File: src/rtl/pipe_hazard_unit.sv
// rtl/pipe_hazard_unit.sv - load-use stall, forwarding select, branch flush and halt drain for the MIPS pipeline
module pipe_hazard_unit #(
    parameter int DEPTH = 3,
    parameter int NSRC  = 2,
    parameter int RSELW = 5,
    parameter int FSELW = $clog2(DEPTH + 1),
    parameter int CNTW  = 16
) (
    input  logic                    CLK,
    input  logic                    nRST,
    input  logic                    pipe_en,
    input  logic                    id_valid,
    input  logic [NSRC*RSELW-1:0]   id_rsel,
    input  logic [NSRC-1:0]         id_use,
    input  logic                    id_wen,
    input  logic                    id_load,
    input  logic                    id_halt,
    input  logic [RSELW-1:0]        id_wsel,
    input  logic                    branch_taken,
    output logic                    stall,
    output logic                    flush_ifid,
    output logic                    flush_idex,
    output logic [NSRC*FSELW-1:0]   fwd_sel,
    output logic                    halt_done,
    output logic [15:0]             stall_cnt
);

    logic [DEPTH-1:0]             e_valid;
    logic [DEPTH-1:0]             e_wen;
    logic [DEPTH-1:0]             e_halt;
    logic [DEPTH-1:0][RSELW-1:0]  e_wsel;
    // A load only matters while it sits in EX; older loads forward like any result.
    logic                         e_load0;

    logic                         halt_seen;
    logic                         halt_done_q;
    logic [CNTW-1:0]              cnt;

    logic                         load_hit;
    logic                         load_en;
    logic [RSELW-1:0]             rsel;

    // Scan oldest to youngest so the youngest matching producer overwrites the select.
    always_comb begin
        fwd_sel  = '0;
        load_hit = 1'b0;
        rsel     = '0;
        for (int i = 0; i < NSRC; i++) begin
            rsel = id_rsel[i*RSELW +: RSELW];
            for (int k = DEPTH - 1; k >= 0; k--) begin
                if (id_use[i] && (rsel != '0) && e_valid[k] && e_wen[k] && (e_wsel[k] == rsel))
                    fwd_sel[i*FSELW +: FSELW] = FSELW'(k + 1);
            end
            if (id_use[i] && (rsel != '0) && e_valid[0] && e_wen[0] && e_load0 && (e_wsel[0] == rsel))
                load_hit = 1'b1;
        end
    end

    assign stall      = id_valid & load_hit & ~branch_taken;
    assign flush_ifid = branch_taken;
    assign flush_idex = branch_taken;
    assign load_en    = id_valid & ~stall & ~branch_taken & ~halt_seen;
    assign halt_done  = halt_done_q | e_halt[DEPTH-1];
    assign stall_cnt  = 16'(cnt);

    always_ff @(posedge CLK or negedge nRST) begin
        if (!nRST) begin
            e_valid     <= '0;
            e_wen       <= '0;
            e_halt      <= '0;
            e_wsel      <= '0;
            e_load0     <= 1'b0;
            halt_seen   <= 1'b0;
            halt_done_q <= 1'b0;
            cnt         <= '0;
        end else begin
            halt_done_q <= halt_done_q | e_halt[DEPTH-1];
            if (pipe_en) begin
                for (int k = 1; k < DEPTH; k++) begin
                    e_valid[k] <= e_valid[k-1];
                    e_wen[k]   <= e_wen[k-1];
                    e_halt[k]  <= e_halt[k-1];
                    e_wsel[k]  <= e_wsel[k-1];
                end
                e_valid[0] <= load_en;
                e_wen[0]   <= load_en & id_wen;
                e_halt[0]  <= load_en & id_halt;
                e_wsel[0]  <= load_en ? id_wsel : '0;
                e_load0    <= load_en & id_load;
                if (load_en && id_halt)
                    halt_seen <= 1'b1;
                if (stall && (cnt != '1))
                    cnt <= cnt + 1'b1;
            end
        end
    end

endmodule

File: config.mk
export PLATFORM = sky130hd
export DESIGN_NAME = pipe_hazard_unit
export DESIGN_NICKNAME = d
export VERILOG_FILES = /design/src/rtl/pipe_hazard_unit.sv
export SDC_FILE = /design/constraint.sdc
export NUM_CORES = 1
export LEC_CHECK = 0
export CORE_UTILIZATION = 45
export CTS_BUF_LIST = sky130_fd_sc_hd__clkbuf_8 sky130_fd_sc_hd__clkbuf_16
export DETAILED_ROUTE_END_ITERATION = 7
export GPL_TIMING_DRIVEN = 1
export PLACE_DENSITY = 0.76
export SLEW_MARGIN = 30
export SYNTH_ARGS = -nofsm -noshare
export SYNTH_HDL_FRONTEND = slang
export SYNTH_SLANG_ARGS = --single-unit
File: constraint.sdc
create_clock -name CLK -period 1.8 [get_ports CLK]
set_clock_uncertainty 0.1 [all_clocks]
set_input_delay 0.36 -clock CLK [delete_from_list [all_inputs] [get_ports CLK]]
set_output_delay 0.36 -clock CLK [all_outputs]
set_load 0.02 [all_outputs]
# After elaboration in Yosys (flattened, before gate mapping)
# Index checks and enable logic that the tools add are counted.
[totals]
reg_bits = 43
output_inout_bits = 24
in_bits = 25
word_cells = 69
[classes]
mux = 9
add_sub_neg = 1
eq_ne = 7
bitwise_logic = 12
reduce_logical = 30
[ops]
columns = ["operator", "count"]
rows = [
  ["== test 5 bit", 6],
  ["logical AND 1 bit", 26],
  ["adder 16 x 1 -> 16 bit, second input constant", 1],
  ["!= test 16 bit, second input constant", 1],
  ["2-to-1 mux 2 bit", 6],
  ["nonzero test 5 bit", 2],
  ["bitwise AND 1 bit", 8],
  ["2-to-1 mux 5 bit", 1],
  ["AND reduction 2 bit", 2],
  ["inverter 1 bit", 3],
  ["2-to-1 mux 1 bit", 2],
  ["bitwise OR 1 bit", 1],
]

# Longest topological paths before layout
[depth]
ltp_word = 16
depth_mapped = 7

# Worst setup path before layout
# OpenSTA, ideal clock, no wires.
[synth_timing]
path_type = "input port to flip-flop"
start = "input id_rsel[6]"
end = "register cnt[1], in the netlist stall_cnt[1]"
t_arrival_ps = 1810
slack_ps = -235
cell_stages = 5
setup_ps = 125
cell_sequence = "or4_1 -> o21ai_2 -> nor4_4 -> o211ai_4 -> mux2_4"
[synth_between]
elab_chain_len = 11
elab_cells_between_ends = 12
cone_classes = "eq/ne: 1; mux: 1; bitwise: 2; reduce/logical: 8"
[synth_lines]
columns = ["item", "line", "text"]
rows = [
  ["start: declaration", "13", "input logic [NSRC*RSELW-1:0] id_rsel,"],
  ["nonzero test 5 bit", "54", "if (id_use[i] && (rsel != '0) && e_valid[0] && e_wen[0] && e_load0 && (e_wsel[0] == rsel))"],
  ["logical AND 1 bit (4 in a row)", "54", ""],
  ["logical AND 1 bit *", "54", ""],
  ["2-to-1 mux 1 bit *", "54", ""],
  ["bitwise AND 1 bit * (2 in a row)", "59", "assign stall = id_valid & load_hit & ~branch_taken;"],
  ["logical AND 1 bit *", "92", "if (stall && (cnt != '1))"],
  ["AND reduction 2 bit (no line) *", "n/a", ""],
  ["end signal: assignment", "93", "cnt <= cnt + 1'b1;"],
  ["end: declaration", "37", "logic [CNTW-1:0] cnt;"],
]
# Mark *: on every way between the ends. The rest lies on a longest branch, timed or not.
# A chain may end at the register's enable or synchronous reset.

# Worst setup path after layout
[layout_timing]
start = "input id_rsel[9]"
end = "output fwd_sel[2]"
[layout_between]
elab_chain_len = 8
elab_cells_between_ends = 17
cone_classes = "eq/ne: 3; mux: 3; reduce/logical: 11"
[layout_lines]
columns = ["item", "line", "text"]
rows = [
  ["nonzero test 5 bit", "51", "if (id_use[i] && (rsel != '0) && e_valid[k] && e_wen[k] && (e_wsel[k] == rsel))"],
  ["logical AND 1 bit (4 in a row)", "51", ""],
  ["2-to-1 mux 2 bit (2 in a row)", "51", ""],
  ["2-to-1 mux 2 bit *", "51", ""],
  ["end: declaration", "23", "output logic [NSRC*FSELW-1:0] fwd_sel,"],
]
# Marked as above.

==> metrics <==
outcome=complete, but fails checks; failing checks=negative setup slack; number of buffers on the longest clock path=2; overflow left after global routing=0; Worst Path Class, Setup=input pin to output port; H-tree depth reported by CTS=2; number of setup violations in the final report=30; post-detailed-route wirelength per cell=16.3 microns; number of cell instances on the worst register-to-register path=10; nature of the critical path startpoint=input pin; Root Buffer=clkbuf_8; clock share of power=0.301; area of the placeable core=4820 sq um; actual slew at the worst max-slew pin=0.537 ns; DP Wirelength=4.09 mm; data arrival at the endpoint of the critical path=1.77 ns; relative contribution of sequential cells to total power=0.520; final sum of negative setup slack=-9.56 ns; Post-Route Hold Slack=0.0164 ns; Synth async-reset ratio=1.00; kind of path behind the tightest hold check=input pin to async pin; number of buffers created by CTS=5; CTS tree=done; register-to-register setup slack=-0.35 ns; Maximum Capacitance Violations=0; multiplexer share of the synthesized area=0.0855; share of the synthesized netlist area taken by xor and xnor gates=0.169; Post-synth top flop=dfrtp_1; total I/O pin count=49; unrepaired setup endpoints after global routing=yes; Fmax achieved=449 MHz; dominant combinational cell family by area after synthesis=XOR/XNOR gates; Sw Share=0.250; Die Span X=73.2 microns; diode insertion count for antenna repair=0; cell-internal power=1.52 mW; post-placement cell area=3230 sq um; startpoint of the most critical register-to-register path=e_wsel[3]; detailed-route via count=1978; simple-gate share of the synthesized area=0.168; fraction of the yosys area taken by sequential cells=0.471; critical path capture point type=output port; distinct cell type count of the synthesized netlist=37; synthesized flop and latch total=43; Clock Latency Late Sink=0.30 ns; WL final=6.25 mm; Die Area=5360 sq um; switching power total=0.508 mW; power density over the cells=552 nW/um^2; remaining routing DRC violations=0; instance count of the mapped netlist=200; Comb power frac=0.179; endpoint of the worst-slack reg-to-reg timing path=stall_cnt[0]; global placement routability congestion=0.889; number of hold buffers added after CTS=0; post-synthesis cell area=2280 sq um; total global-route track usage=0.238; largest net degree at the start of global routing=44; Max-Slew Margin vs Limit=0.642; number of max-slew violations in the final report=0; syn avg cell area=11.4 sq um; fraction of final layout cells with drive strength greater than 1=0.465; yosys warns=0; critical path required time=1.34 ns; Filler Cell Count=319; peak ir drop on the vdd network=0.000525 V; CP Launch Point=id_rsel[9]; most frequent cells in the layout=buf_4, dfrtp_1, xnor2_1; number of buffers inserted by port buffering=48; initial DRC count=89; overall power of the completed layout=2.03 mW; initial antenna violation count=0; post-layout net count=342; final design instance area without fill=3680 sq um; time the final worst path needs with I/O delays and setup=2.23 ns; end point of the critical path=fwd_sel[2]; Initial DRT Pass Iterations=4; wire length of the first global-routing pass=9.44 mm; layout-stage area growth over the synthesis result=61.4%; Synth Area in Compound Gates=0.0762; sinks on the clock net=43; number of nets with antenna violations after detailed routing=0; row count=25; fin crit share=1.24; Vias/cell=5.16; leakage component of the power=1.87 nW; synthesized netlist net count=226; clock transition at the register clock pins on the worst setup and hold paths after CTS=0.07 ns; vias in the first global route=1975; worst path setup slack after routing=-0.429 ns; Critical Path Fanout Max=4; number of flops mapped to enable cells by yosys=0; arithmetic-cell share of the synthesized area counting full adders, half adders and majority gates=0.00548; number of endpoints with negative hold slack in the final report=0; overall die height=73.2 microns; Initial Util=0.474; commonest non-fill, non-tap cell in the layout=buf_4
==> what timing repair did <==
item,CTS,global route
pin swaps,36,19
cloned,1,0
setup buffers,7,8
setup endpoints to repair,44,36
gates resized for setup,111,28
==> cells by family after synthesis <==
logic type	after synthesis
AOI/OAI and AO/OA	19
xor gates and xnor gates	44
adders and majority gates	1
buffers and inverters	11
DFF	43
muxes	17
and+or+nand+nor	65
==> cell usage after synthesis (2+ instances only) <==
library cell	instances	area, sq um
dfrtp_1	43	1080
xnor2_1	31	272
mux2_2	16	180
xor2_1	13	114
nand2_1	11	41.3
nor2_1	11	41.3
nor3_1	11	55.1
nand3_1	10	50.1
nand4_1	9	56.3
a22o_1	8	70.1
inv_1	5	18.8
a21o_1	2	15.0
buf_4	2	15.0
clkbuf_1	2	7.51
nor4_2	2	25.0
nor4_4	2	42.5
o21ai_1	2	10.0
==> per-layer routing <==
layer | global-route usage | vias to the layer above | wire length (microns)
li1 | - | 935 | -
met1 | 0.282 | 984 | 2490
met2 | 0.415 | 47 | 3370
met3 | 0.0580 | 12 | 272
met4 | 0.0937 | 0 | 127
met5 | 0 | - | 0
==> worst min-delay path by stage <==
stage           startpoint          end  cells after the start
2_1_floorplan         nRST    e_halt[0]                      0
5_1_grt               nRST   e_wsel[14]                      2
3_5_place_dp   halt_done_q  halt_done_q                      1
4_1_cts               nRST    e_halt[2]                      2
6_report              nRST   e_wsel[14]                      2
3_3_place_gp   halt_done_q  halt_done_q                      1
==> metrics by stage <==
step,cells,util,worst slack [ns]
final,383,0.765,-0.429
after global routing,383,0.765,-0.513
after CTS,377,0.738,-0.482
after detailed placement,362,0.671,-1.10
after global placement,362,0.671,-1.07
after floorplan,200,-,-0.217
==> state kept, by name, summed over array words and instances, names as in the netlist <==
signal,flops
e_halt,3
e_load0,1
e_valid,3
e_wen,3
e_wsel,15
halt_done_q,1
halt_seen,1
stall_cnt,16
==> power by group through the flow <==
| stage | Sequential [mW] | Combinational [mW] | Clock, mW |
|---|---|---|---|
| after floorplan | 1.06 | 0.159 | 0 |
| after global placement | 1.07 | 0.334 | 0 |
| after detailed placement | 1.07 | 0.341 | 0 |
| after CTS | 1.06 | 0.347 | 0.630 |
| after global routing | 1.06 | 0.392 | 0.678 |
| final | 1.06 | 0.364 | 0.612 |
==> worst max-delay path, stage by stage <==
cell and delay [ns]:
buf_8 0.10, or4_4 0.54, o21ai_4 0.21, nor4_4 0.07, buf_4 0.17, a21o_2 0.19, buf_6 0.12
==> layout make-up <==
| class | count | area [sq um] | area share |
|---|---|---|---|
| clock buffer | 6 | 82.6 | 0.0224 |
| inverter | 6 | 22.5 | 0.00611 |
| timing repair buffer | 114 | 1040 | 0.282 |
| multi-input combinational | 146 | 1370 | 0.372 |
| clock inverter | 1 | 5.00 | 0.00136 |
| tap | 67 | 83.8 | 0.0228 |
| sequential | 43 | 1080 | 0.293 |
No activity file was read; power rests on OpenSTA's default activity.
==> patch: new RTL, same flow settings <==
Make the reset (`nRST`) synchronous in one clocked block.
--- a/src/rtl/pipe_hazard_unit.sv
+++ b/src/rtl/pipe_hazard_unit.sv
@@ -63,7 +63,7 @@
     assign halt_done  = halt_done_q | e_halt[DEPTH-1];
     assign stall_cnt  = 16'(cnt);
 
-    always_ff @(posedge CLK or negedge nRST) begin
+    always_ff @(posedge CLK) begin
         if (!nRST) begin
             e_valid     <= '0;
             e_wen       <= '0;
Behaviour: differs if nRST is asserted again (counterexample within 4 cycles, from zero or initial values and one cycle with nRST low); with nRST held inactive, the same outputs for 10 cycles.
==> patch against the unedited design <==
- the flow finishes with violations (DRC, setup timing)
- global-route usage fell by 0.79 points
- via count grew 21%
- setup slack worse by 0.081 ns
- total power fell by 4.2%
- design area up 6.6%
- area after synthesis rose by 12%
- sequential cell count is the same
- highest routed layer unchanged
- wire length rose by 10%
==> patch: results (changes against the unedited design) <==
- Starting DRT DRC Count: 88 (was 89)
- GRT Util Overall: 23.0% (was 23.8%)
- Most frequent cells after synthesis: 44 x nand2_1, 43 x dfxtp_1, 32 x mux2i_1 (was 43 x dfrtp_1, 31 x xnor2_1, 16 x mux2_2)
- Synth async-reset ratio: 0% (was 100%)
- Final setup viols: 21 (was 30)
- Largest net degree at the start of global routing: 31 (was 44)
- Share of cells above drive strength 1: 39.9% (was 46.5%)
- Worst EP arrival: 1.85 ns (was 1.77 ns)
- Worst reg2reg path depth: 6 (was 10)
- Main synth FF type: dfxtp_1 (was dfrtp_1)
- Sequential area share after synthesis: 33.8% (was 47.1%)
- Number of global-route vias before repair: 2,401 (was 1,975)
- Top post-synthesis cells by area: dfxtp_1 34%, mux2i_1 13%, xor2_1 10% (was dfrtp_1 47%, xnor2_1 12%, mux2_2 7.9%)
- Final setup margin: -0.509 ns (was -0.429 ns)
- Reg-to-reg endpoint: stall_cnt[6] (was stall_cnt[0])
- P_leak: 1.69 nW (was 1.87 nW)
- First-pass GRT wire length: 11,000 µm (was 9440 µm)
- Synth Net Count: 308 (was 226)
- Worst-path fanout max: 3 (was 4)
- Post-synthesis cell type count: 35 (was 37)
- DP HPWL: 4670 µm (was 4090 µm)
- Layout Nets: 416 (was 342)
- Violated checks: DRC, setup timing (was setup timing)
- Vias: 2,385 (was 1,978)
- Critical Path Max Stage Delay: 0.37 ns (was 0.54 ns)
- HP Class: register to register (was input pin to asynchronous set/reset pin)
- Worst R2R Start: e_wsel[2] (was e_wsel[3])
- Critical path capture point: stall (was fwd_sel[2])
- Worst R2R Setup Slack: -0.31 ns (was -0.35 ns)
- DR DRC count: 2 (was 0)
- DR WL/cell: 14.9 µm (was 16.3 µm)
- Drt first pass iters: 6 (was 4)
- Setup CP Type: register to output port (was input pin to output port)
- Measured slew at the worst slew-check pin: 0.395 ns (was 0.537 ns)
- Status: finished with violations (unchanged)
[patch: power breakdown]
group / internal (mW) / total, mW / switching, mW / leakage, nW
sequential: 0.947 / 0.957 / 0.00984 / 0.360
clock: 0.393 / 0.727 / 0.334 / 0.0594
combinational: 0.134 / 0.263 / 0.129 / 1.27
[patch: worst min-delay path by stage]
stage / startpoint / end / cells past startpoint / slack, ns
after floorplan: halt_seen / halt_seen / 2 / 0.32
after global placement: halt_seen / halt_seen / 2 / 0.33
after detailed placement: e_halt[0] / e_halt[0] / 2 / 0.35
after CTS: e_halt[0] / e_halt[0] / 2 / 0.36
after global routing: e_halt[0] / e_halt[0] / 2 / 0.37
final: e_halt[0] / e_halt[0] / 2 / 0.36
[patch: logic make-up (layout without fill, tap and decap cells)]
group,after synthesis,after routing,synth area share (%)
and+or+nand+nor,127,127,27.8
xor gates and xnor gates,30,30,10.3
buffers and inverters,19,128,4.37
adders and majority gates,1,1,0.491
DFF,43,43,33.8
muxes,32,32,12.6
AOI/OAI and AO/OA,30,30,10.7
[patch: through the flow]
stage                     area, µm²  cells  setup TNS [ns]
after floorplan                2610    282           -1.12
after global placement         3550    449          -20.83
after detailed placement       3550    449          -21.82
after CTS                      3850    461           -4.67
after global routing           3930    463           -6.65
final                          3930    463           -5.13
[patch: routing by layer]
| metal | vias to the layer above | part of all wire, % | GRT usage, % |
|---|---|---|---|
| li1 | 1180 | - | - |
| met1 | 1135 | 47 | 30.4 |
| met2 | 60 | 49 | 38.2 |
| met3 | 10 | 3.1 | 3.69 |
| met4 | 0 | 1.4 | 7.17 |
| met5 | - | 0 | 0 |
[patch: layout make-up]
| cell class | instances | share of cell area (%) |
|---|---|---|
| Clock buffer | 7 | 2.74 |
| Clock inverter | 1 | 0.127 |
| Inverter | 3 | 0.287 |
| Multi-Input combinational cell | 220 | 45.7 |
| Sequential cell | 43 | 23.2 |
| Tap cell | 72 | 2.29 |
| Timing Repair Buffer | 117 | 25.6 |
[patch: worst register-to-register path: stages, from the launching register on]
cell       delay (ns)
dfxtp_4          0.37
xor2_1           0.19
nor4_4           0.33
nand3_4          0.14
buf_4            0.26
a2111oi_2        0.42
mux2i_1          0.23
[patch: repair_timing]
| action | CTS | global route |
|---|---|---|
| buffers inserted | 4 | 3 |
| pin swaps | 14 | 10 |
| hold buffers | 0 | 0 |
| setup endpoints to repair | 46 | 25 |
| resized for setup | 112 | 19 |
